<file path="src/rtl/dsp_systolic_pkg.sv">
// Shared types, limits and latency/width helpers for the 27x27 systolic dot-product chain
// and its operand feeder.
package dsp_systolic_pkg;

    localparam int PIPELINE_MIN = 2;
    localparam int PIPELINE_MAX = 4;

    localparam int AX_WIDTH_DEF = 27;
    localparam int AY_WIDTH_DEF = 27;

    typedef logic [AX_WIDTH_DEF-1:0] ax_lane_t;
    typedef logic [AY_WIDTH_DEF-1:0] ay_lane_t;

    // Edges from the feeder lane-0 output to a valid chain result.
    function automatic int dot_latency(input int num, input int pipeline);
        return num + pipeline - 1;
    endfunction

    // Bits needed to hold the sum of num full-scale unsigned products.
    function automatic int dot_width(input int axw, input int ayw, input int num);
        return axw + ayw + $clog2(num);
    endfunction

endpackage

</file>
<file path="src/rtl/dsp_skew_line.sv">
// Plain resettable shift register used to delay operand lanes and the valid strobe;
// DEPTH=0 degenerates to a wire.
module dsp_skew_line #(
    parameter int WIDTH = 1,
    parameter int DEPTH = 0
) (
    input  logic             clk,
    input  logic             rst,
    input  logic [WIDTH-1:0] d_i,
    output logic [WIDTH-1:0] q_o
);

    generate
        if (DEPTH == 0) begin : g_pass
            logic unused_ok;
            assign unused_ok = &{1'b0, clk, rst};
            assign q_o = d_i;
        end else begin : g_shift
            logic [DEPTH-1:0][WIDTH-1:0] stage_q;

            always_ff @(posedge clk) begin
                if (rst) begin
                    stage_q <= '0;
                end else begin
                    stage_q[0] <= d_i;
                    for (int k = 1; k < DEPTH; k++) begin
                        stage_q[k] <= stage_q[k-1];
                    end
                end
            end

            assign q_o = stage_q[DEPTH-1];
        end
    endgenerate

endmodule

</file>
<file path="src/rtl/dsp_systolic_skew_feeder.sv">
// Operand feeder for the chained 27x27 dot product: skews lane i by i cycles, emits an
// aligned result-valid strobe and throttles input with result-buffer credits.
// Build option: DSP_SKEW_ZERO_BUBBLE_EN makes idle cycles feed zeros into the chain.
module dsp_systolic_skew_feeder
    import dsp_systolic_pkg::*;
#(
    parameter int NUM            = 4,
    parameter int AX_WIDTH       = 27,
    parameter int AY_WIDTH       = 27,
    parameter int PIPELINE       = 3,
    parameter int DOT_LATENCY    = dot_latency(NUM, PIPELINE),
    parameter int RES_DEPTH      = 16,
    parameter int RESULT_A_WIDTH = dot_width(AX_WIDTH, AY_WIDTH, NUM),
    localparam int CW            = $clog2(RES_DEPTH + 1)
) (
    input  logic                          clk,
    input  logic                          rst,
    input  logic                          in_valid,
    output logic                          in_ready,
    input  logic [NUM-1:0][AX_WIDTH-1:0]  in_ax,
    input  logic [NUM-1:0][AY_WIDTH-1:0]  in_ay,
    output logic [NUM-1:0][AX_WIDTH-1:0]  ax,
    output logic [NUM-1:0][AY_WIDTH-1:0]  ay,
    output logic                          res_valid,
    input  logic                          credit_return,
    output logic [CW-1:0]                 credits,
    output logic                          err_credit
);

    generate
        if (PIPELINE < PIPELINE_MIN || PIPELINE > PIPELINE_MAX) begin : g_bad_pipeline
            $fatal(1, "dsp_systolic_skew_feeder: PIPELINE out of range");
        end
        if (RESULT_A_WIDTH < dot_width(AX_WIDTH, AY_WIDTH, NUM)) begin : g_bad_width
            $fatal(1, "dsp_systolic_skew_feeder: chain result too narrow for dot product");
        end
        if (RES_DEPTH < 1) begin : g_bad_depth
            $fatal(1, "dsp_systolic_skew_feeder: RES_DEPTH must be at least 1");
        end
    endgenerate

    logic                         accept;
    logic [NUM-1:0][AX_WIDTH-1:0] lane0_ax_q, lane0_ax_d;
    logic [NUM-1:0][AY_WIDTH-1:0] lane0_ay_q, lane0_ay_d;
    logic                         valid_q;
    logic [CW-1:0]                credits_q, credits_d;
    logic                         err_q, err_d;
    logic                         credit_full;
    logic                         return_ok;

    assign in_ready = ~rst & (credits_q != '0);
    assign accept   = in_valid & in_ready;

    always_comb begin
`ifdef DSP_SKEW_ZERO_BUBBLE_EN
        lane0_ax_d = '0;
        lane0_ay_d = '0;
`else
        lane0_ax_d = lane0_ax_q;
        lane0_ay_d = lane0_ay_q;
`endif
        if (accept) begin
            lane0_ax_d = in_ax;
            lane0_ay_d = in_ay;
        end
    end

    always_ff @(posedge clk) begin
        if (rst) begin
            lane0_ax_q <= '0;
            lane0_ay_q <= '0;
            valid_q    <= 1'b0;
        end else begin
            lane0_ax_q <= lane0_ax_d;
            lane0_ay_q <= lane0_ay_d;
            valid_q    <= accept;
        end
    end

    // Lane gi gets gi extra stages so its product meets the chain adder on time.
    generate
        for (genvar gi = 0; gi < NUM; gi++) begin : g_lane
            dsp_skew_line #(
                .WIDTH (AX_WIDTH),
                .DEPTH (gi)
            ) u_ax_line (
                .clk (clk),
                .rst (rst),
                .d_i (lane0_ax_q[gi]),
                .q_o (ax[gi])
            );

            dsp_skew_line #(
                .WIDTH (AY_WIDTH),
                .DEPTH (gi)
            ) u_ay_line (
                .clk (clk),
                .rst (rst),
                .d_i (lane0_ay_q[gi]),
                .q_o (ay[gi])
            );
        end
    endgenerate

    dsp_skew_line #(
        .WIDTH (1),
        .DEPTH (DOT_LATENCY)
    ) u_valid_line (
        .clk (clk),
        .rst (rst),
        .d_i (valid_q),
        .q_o (res_valid)
    );

    // A return while already full has no slot to free; it is dropped and flagged.
    assign credit_full = (credits_q == CW'(RES_DEPTH));
    assign return_ok   = credit_return & ~credit_full;

    always_comb begin
        credits_d = credits_q;
        err_d     = err_q | (credit_return & credit_full);
        if (accept && !return_ok) begin
            credits_d = credits_q - CW'(1);
        end else if (return_ok && !accept) begin
            credits_d = credits_q + CW'(1);
        end
    end

    always_ff @(posedge clk) begin
        if (rst) begin
            credits_q <= CW'(RES_DEPTH);
            err_q     <= 1'b0;
        end else begin
            credits_q <= credits_d;
            err_q     <= err_d;
        end
    end

    assign credits    = credits_q;
    assign err_credit = err_q;

endmodule
</file>
<file path="config.mk">
export PLATFORM = sky130hd
export DESIGN_NAME = dsp_systolic_skew_feeder
export DESIGN_NICKNAME = d
export VERILOG_FILES = /design/src/rtl/dsp_systolic_pkg.sv /design/src/rtl/dsp_skew_line.sv /design/src/rtl/dsp_systolic_skew_feeder.sv
export SDC_FILE = /design/constraint.sdc
export NUM_CORES = 1
export LEC_CHECK = 0
export BUFFER_PORTS_ARGS = -buffer_cell sky130_fd_sc_hd__buf_2
export CAP_MARGIN = 5
export CORE_MARGIN = 3
export CORE_UTILIZATION = 28
export CTS_BUF_LIST = sky130_fd_sc_hd__clkbuf_2
export DETAILED_ROUTE_END_ITERATION = 10
export GPL_TIMING_DRIVEN = 0
export HOLD_SLACK_MARGIN = 0.05
export PLACE_DENSITY = 0.53
export RECOVER_POWER = 100
export SETUP_SLACK_MARGIN = 0.3
export SYNTH_ARGS = -nofsm -noshare
export SYNTH_HDL_FRONTEND = slang
export SYNTH_SLANG_ARGS = --single-unit
</file>
<file path="constraint.sdc">
create_clock -name clk -period 4.4 [get_ports clk]
set_clock_uncertainty 0.1 [all_clocks]
set_input_delay 0 -clock clk [delete_from_list [all_inputs] [get_ports clk]]
set_output_delay 0 -clock clk [all_outputs]
set_load 0.05 [all_outputs]
</file>
==> impl_results.md, run 1 <==
* Height of the die at roughly 260 um
* Pre-CTS worst setup slack at 1.18 ns
* Post-CTS setup buffer count at 0
* Num ports at approximately 440
* Count of cells resized by post-cts repair at 0
* Number of synthesized register bits at 553
* Die Wd at roughly 260 um
* Maximum clock insertion buffer count at 3
* Number of distinct standard cells referenced by the synthesized netlist at 25
* Final estimated routing congestion in global placement at 0.777
* Maximum level of the CTS H-tree at 4
* DPL Wire Length at 31400 um
* Stopping stage: 4_1_cts
* # hold bufs at CTS at between 500 and 600
* Sequential area share after synthesis at a little over three fifths
* Post-synth design cell area at between 15000 and 20000 sq um
* Synthesized area per cell at 12.7 sq um
* Number of warning messages in the yosys log at 0
* Number of buffers added on ports at 442
* Count of placed standard cells including taps at ~2600
* Floorplan row count at 90
* Clock tree root buffer cell: sky130_fd_sc_hd__clkbuf_2
* Number of nets produced by synthesis at around 1600
* First logged error message: [ERROR RSZ-0060] Max buffer count reached.
* Number of instances in the synthesized netlist at ~1400
* Starting utilization of the core area at between 20% and 30%
* Result of the run: aborted with a tool error
* TritonCTS sink count at between 500 and 600
* TritonCTS Buffers at about 150
==> metrics by stage <==
step / hold WS, ns / instance area [sq um]
after floorplan: 0.0247 / 17500
after global placement: 0.103 / 20700
after detailed placement: 0.108 / 20700
==> logic make-up after synthesis <==
kind of cell / synth area share (%)
flip-flops: 63.3
AND/OR/NAND/NOR: 14.4
multiplexers: 14.0
buffers and inverters: 7.55
AO/OA/AOI/OAI: 0.243
adder cells (fa/ha/maj): 0.401
XOR/XNOR: 0.100
==> synthesized netlist by cell type <==
cell	instances	area [sq um]
sky130_fd_sc_hd__nor2b_1	384	2400
sky130_fd_sc_hd__fa_1	1	20.0
sky130_fd_sc_hd__a31oi_1	1	6.26
sky130_fd_sc_hd__buf_1	1	3.75
sky130_fd_sc_hd__nor4_1	1	6.26
sky130_fd_sc_hd__clkbuf_1	41	154
sky130_fd_sc_hd__nor2_1	13	48.8
sky130_fd_sc_hd__inv_1	6	22.5
sky130_fd_sc_hd__a21oi_2	1	8.76
sky130_fd_sc_hd__mux2_2	116	1310
sky130_fd_sc_hd__nor4_4	1	21.3
sky130_fd_sc_hd__mux2_1	100	1130
sky130_fd_sc_hd__nor4bb_1	1	10.0
sky130_fd_sc_hd__a21o_1	1	7.51
sky130_fd_sc_hd__buf_4	120	901
sky130_fd_sc_hd__or3_1	1	6.26
sky130_fd_sc_hd__buf_2	4	20.0
sky130_fd_sc_hd__a21oi_1	4	20.0
sky130_fd_sc_hd__nand2b_1	1	6.26
sky130_fd_sc_hd__nand2_1	4	15.0
sky130_fd_sc_hd__ha_1	4	50.1
sky130_fd_sc_hd__xor2_1	2	17.5
sky130_fd_sc_hd__dfxtp_1	553	11100
sky130_fd_sc_hd__mux2i_1	2	20.0
sky130_fd_sc_hd__buf_12	11	220
==> run 2, diff against run 1 <==
Settings changed: CORE_UTILIZATION 28 to 20, CTS_BUF_LIST sky130_fd_sc_hd__clkbuf_2 to not set, HOLD_SLACK_MARGIN 0.05 to not set, PLACE_DENSITY 0.53 to not set, PLACE_DENSITY_LB_ADDON set to 0.15, SETUP_SLACK_MARGIN 0.3 to not set.
==> impl_results.md, run 2 <==
* Final Slew Violations at 0
* Number of antenna-violating nets in the routed design at 0
* Cell with the largest stage delay on the worst path: sky130_fd_sc_hd__clkbuf_1
* Number of instances in the synthesized netlist at 1374 (unchanged)
* Maximum level of the CTS H-tree at 3 (-1)
* Final setup TNS at 0 ns
* Most used standard cell by instance count after synthesis: sky130_fd_sc_hd__dfxtp_1
* Final Instance Count excl. Fillers at 3323
* Pin count of the biggest net entering global routing at 13
* Count of placed standard cells including taps at 2960 (+12%)
* Pre-CTS worst setup slack at 1.25 ns (+0.0696 ns)
* Dominant register cell in the synthesized netlist: sky130_fd_sc_hd__dfxtp_1
* R2R depth at 7
* Wire length of the first global-routing pass at 72200 um
* WS Path Type: flip-flop to flip-flop
* Clock network fraction of total power at a little over two fifths
* Synth async-reset ratio at 0% (unchanged)
* Post-synth design cell area at 17500 sq um (unchanged)
* Net total in the final layout at about 2400
* Capture point of the worst path: lane0_ay_q[50]$_SDFFE_PP0P_
* Max-slew headroom at 32.9%
* Achievable clock frequency at 283 MHz
* Worst-case hold slack at ~0.049 ns
* Area enclosed by the die boundary at 91000 sq um
* Post-layout minimum cycle time at around 3.5 ns
* DPL Wire Length at 35100 um (+12%)
* Biggest registers after layout: lane0_ax_q x108, lane0_ay_q x108
* Leakage at 10.7 nW
* Via total after detailed routing at between 10000 and 15000
* Die Wd at 302 um (+18%)
* Largest vdd supply drop at 0.272 mV
* Slew at the pin with the worst max-slew slack at between 1 and 1.5 ns
* Total Power Consumption at 12.9 mW
* TritonCTS Buffers at 68 (-53%)
* Area inside the core boundary at around 86000 sq um
* Floorplan row count at 107 (+19%)
* Most frequent cells in the layout: 553 x sky130_fd_sc_hd__dfxtp_1, 384 x sky130_fd_sc_hd__nor2b_1, 296 x sky130_fd_sc_hd__clkbuf_1
* Worst Setup End Kind: flip-flop
* Overall routing resource usage at between 10% and 20%
* Largest area contributor in the netlist: sky130_fd_sc_hd__dfxtp_1
* Highest net fanout along the worst path at 10
* Detailed Routing Iterations Pass 1 at 4
* Final estimated routing congestion in global placement at 0.706 (-9.2%)
* DRC violations left at 0
* Mean routed wirelength per cell at approximately 14 um
* Number of synthesized register bits at 553 (unchanged)
* Detailed-route vias per instance at between 3 and 4
* Cell internal pwr at approximately 9.5 mW
* Post-CTS setup buffer count at 0 (unchanged)
* Final routed wirelength across all metal layers at between 40000 and 50000 um
* CP Data Required Time at about 4.8 ns
* Area share of the largest cell type after synthesis at 63.3% (unchanged)
* Number of antenna violations at the first check in global routing at 1
* Number of warning messages in the yosys log at 0 (unchanged)
* Clock tree root buffer cell: sky130_fd_sc_hd__clkbuf_16
* Layout overhead on the synthesized area at 45.3%
* Sequential area share after synthesis at 63.3% (unchanged)
* Clock latency on the worst-skew pair at around 0.60 ns
* Number of global-route vias before repair at between 10000 and 15000
* Element type at the critical path start: flip-flop
* Largest delay contributor family on the critical path: buffers and inverters
* Critical path launch point: credits[1]$_SDFFE_PP0P_
* Clock transition at the registers of the reported paths at 0.06 ns
* Switch Pwr at ~3.4 mW
* Result of the run: finished clean
* Cell breakdown of the critical path: nor4_1, a21oi_2, nand2_1, clkbuf_1, buf_12, clkbuf_2, mux2_1
* Area of all placed cells without fillers at between 20000 and 30000 sq um
* Starting utilization of the core area at 20.3% (-8.3 points)
* Area contributors post-synth: sky130_fd_sc_hd__dfxtp_1 63%, sky130_fd_sc_hd__nor2b_1 14%, sky130_fd_sc_hd__mux2_2 7.5%
* Power Density at about 510 nW/um^2
* Worst setup slack after layout at approximately 0.87 ns
* Setup repair after global routing missed its margin: false
* Iter 0 DRT Violations at around 240
* Number of distinct standard cells referenced by the synthesized netlist at 25 (unchanged)
* Number of buffers added on ports at 442 (unchanged)
* Share of layout cells above drive strength 1 at between 20% and 30%
* Final number of setup-violating endpoints at 0
* Maximum clock insertion buffer count at 3 (unchanged)
* Clock tree from TritonCTS: built
* Util after Layout at 29.6%
* Stage delay of the slowest cell on the critical path at ~0.73 ns
* Worst min-delay path class: input pin to flip-flop
* Ranking of synthesized cells by instance count: 553 x sky130_fd_sc_hd__dfxtp_1, 384 x sky130_fd_sc_hd__nor2b_1, 120 x sky130_fd_sc_hd__buf_4
* Worst path bufs/invs at 3
* Final Cycle Share at approximately 80%
* Internal reg-to-reg setup slack at approximately 0.87 ns
* Num ports at 444 (unchanged)
* Number of nets produced by synthesis at 1599 (unchanged)
* Arrival time reported for the critical path endpoint at slightly below 4 ns
* Cell area reported after detailed placement at 21100 sq um (+1.9%)
* Most common library cell in the layout ignoring fill and taps: sky130_fd_sc_hd__dfxtp_1
* Maximum Capacitance Violations at 0
* Logic depth of the worst path, buffers included at 7
* Synthesized area per cell at 12.7 sq um (unchanged)
* Hold violation count in the final report at 0
* Reg2Reg Launch Point: credits[1]$_SDFFE_PP0P_
* TritonCTS sink count at 553 (unchanged)
* Global route overflow at 0
* Worst flop-to-flop path endpoint: lane0_ay_q[50]$_SDFFE_PP0P_
* Number of flops mapped to enable cells by yosys at 0 (unchanged)
* Switching portion of total power at around a quarter
* Share of power burned in combinational logic at around 14%
* Proportion of power drawn by flip-flops and latches at between 40% and 50%
* Height of the die at 302 um (+18%)
## run 2: cell counts after synthesis
No cell type changed its count.
## run 2: timing repair
action	CTS	global route
endpoints found under the hold margin	218	0
endpoints found under the setup margin	0	0
resized for setup	0	0
hold buffers	241	0
## run 2: layer usage
layer	global-route usage, %	up-vias	part of all wire [%]
li1	-	5791	-
met1	11.7	5289	41
met2	18.2	306	49
met3	3.60	76	7.4
met4	4.00	0	2.8
met5	0	-	0
## run 2: area by class of cell
cell class	count	area (sq um)
Fill cell	9056	60500
Sequential cell	553	11100
Multi-Input combinational cell	638	5080
Timing Repair Buffer	683	4340
Clock buffer	98	2000
Tap cell	1144	1430
Buffer	177	1190
Clock inverter	23	275
Inverter	6	22.5
Antenna cell	1	2.50
## run 2: worst min path at each step
stage	start	end	depth (start not counted)
after floorplan	in_ax[100]	lane0_ax_q[100]$_SDFFE_PP0P_	1
after detailed placement	in_ay[0]	lane0_ay_q[0]$_SDFFE_PP0P_	2
after CTS	in_ay[17]	lane0_ay_q[17]$_SDFFE_PP0P_	3
final	in_ax[93]	lane0_ax_q[93]$_SDFFE_PP0P_	3
after global placement	in_ax[34]	lane0_ax_q[34]$_SDFFE_PP0P_	2
after global routing	in_ax[42]	lane0_ax_q[42]$_SDFFE_PP0P_	3
## run 2: worst min-delay path, stage by stage
cell and delay [ns]:
sky130_fd_sc_hd__dlygate4sd3_1 0.52, sky130_fd_sc_hd__buf_2 0.09, sky130_fd_sc_hd__mux2_1 0.10
## run 2: logic make-up after synthesis
logic type      Yosys count  synth area share, %
mux                     218                 14.0
compound gates            7                0.243
flops                   553                 63.3
simple gates            406                 14.4
xor+xnor                  2                0.100
buf+inv                 183                 7.55
fa+ha+maj                 5                0.401
## run 2: power groups by stage
stage | logic [mW] | clock network [mW] | registers, mW
floorplan | 0.829 | 0 | 6.01
global placement | 1.67 | 0 | 5.64
detailed placement | 1.69 | 0 | 5.64
CTS | 1.88 | 5.81 | 5.54
global route | 1.91 | 6.01 | 5.57
finish | 1.76 | 5.57 | 5.53
Power figures use the tool's default switching activity.
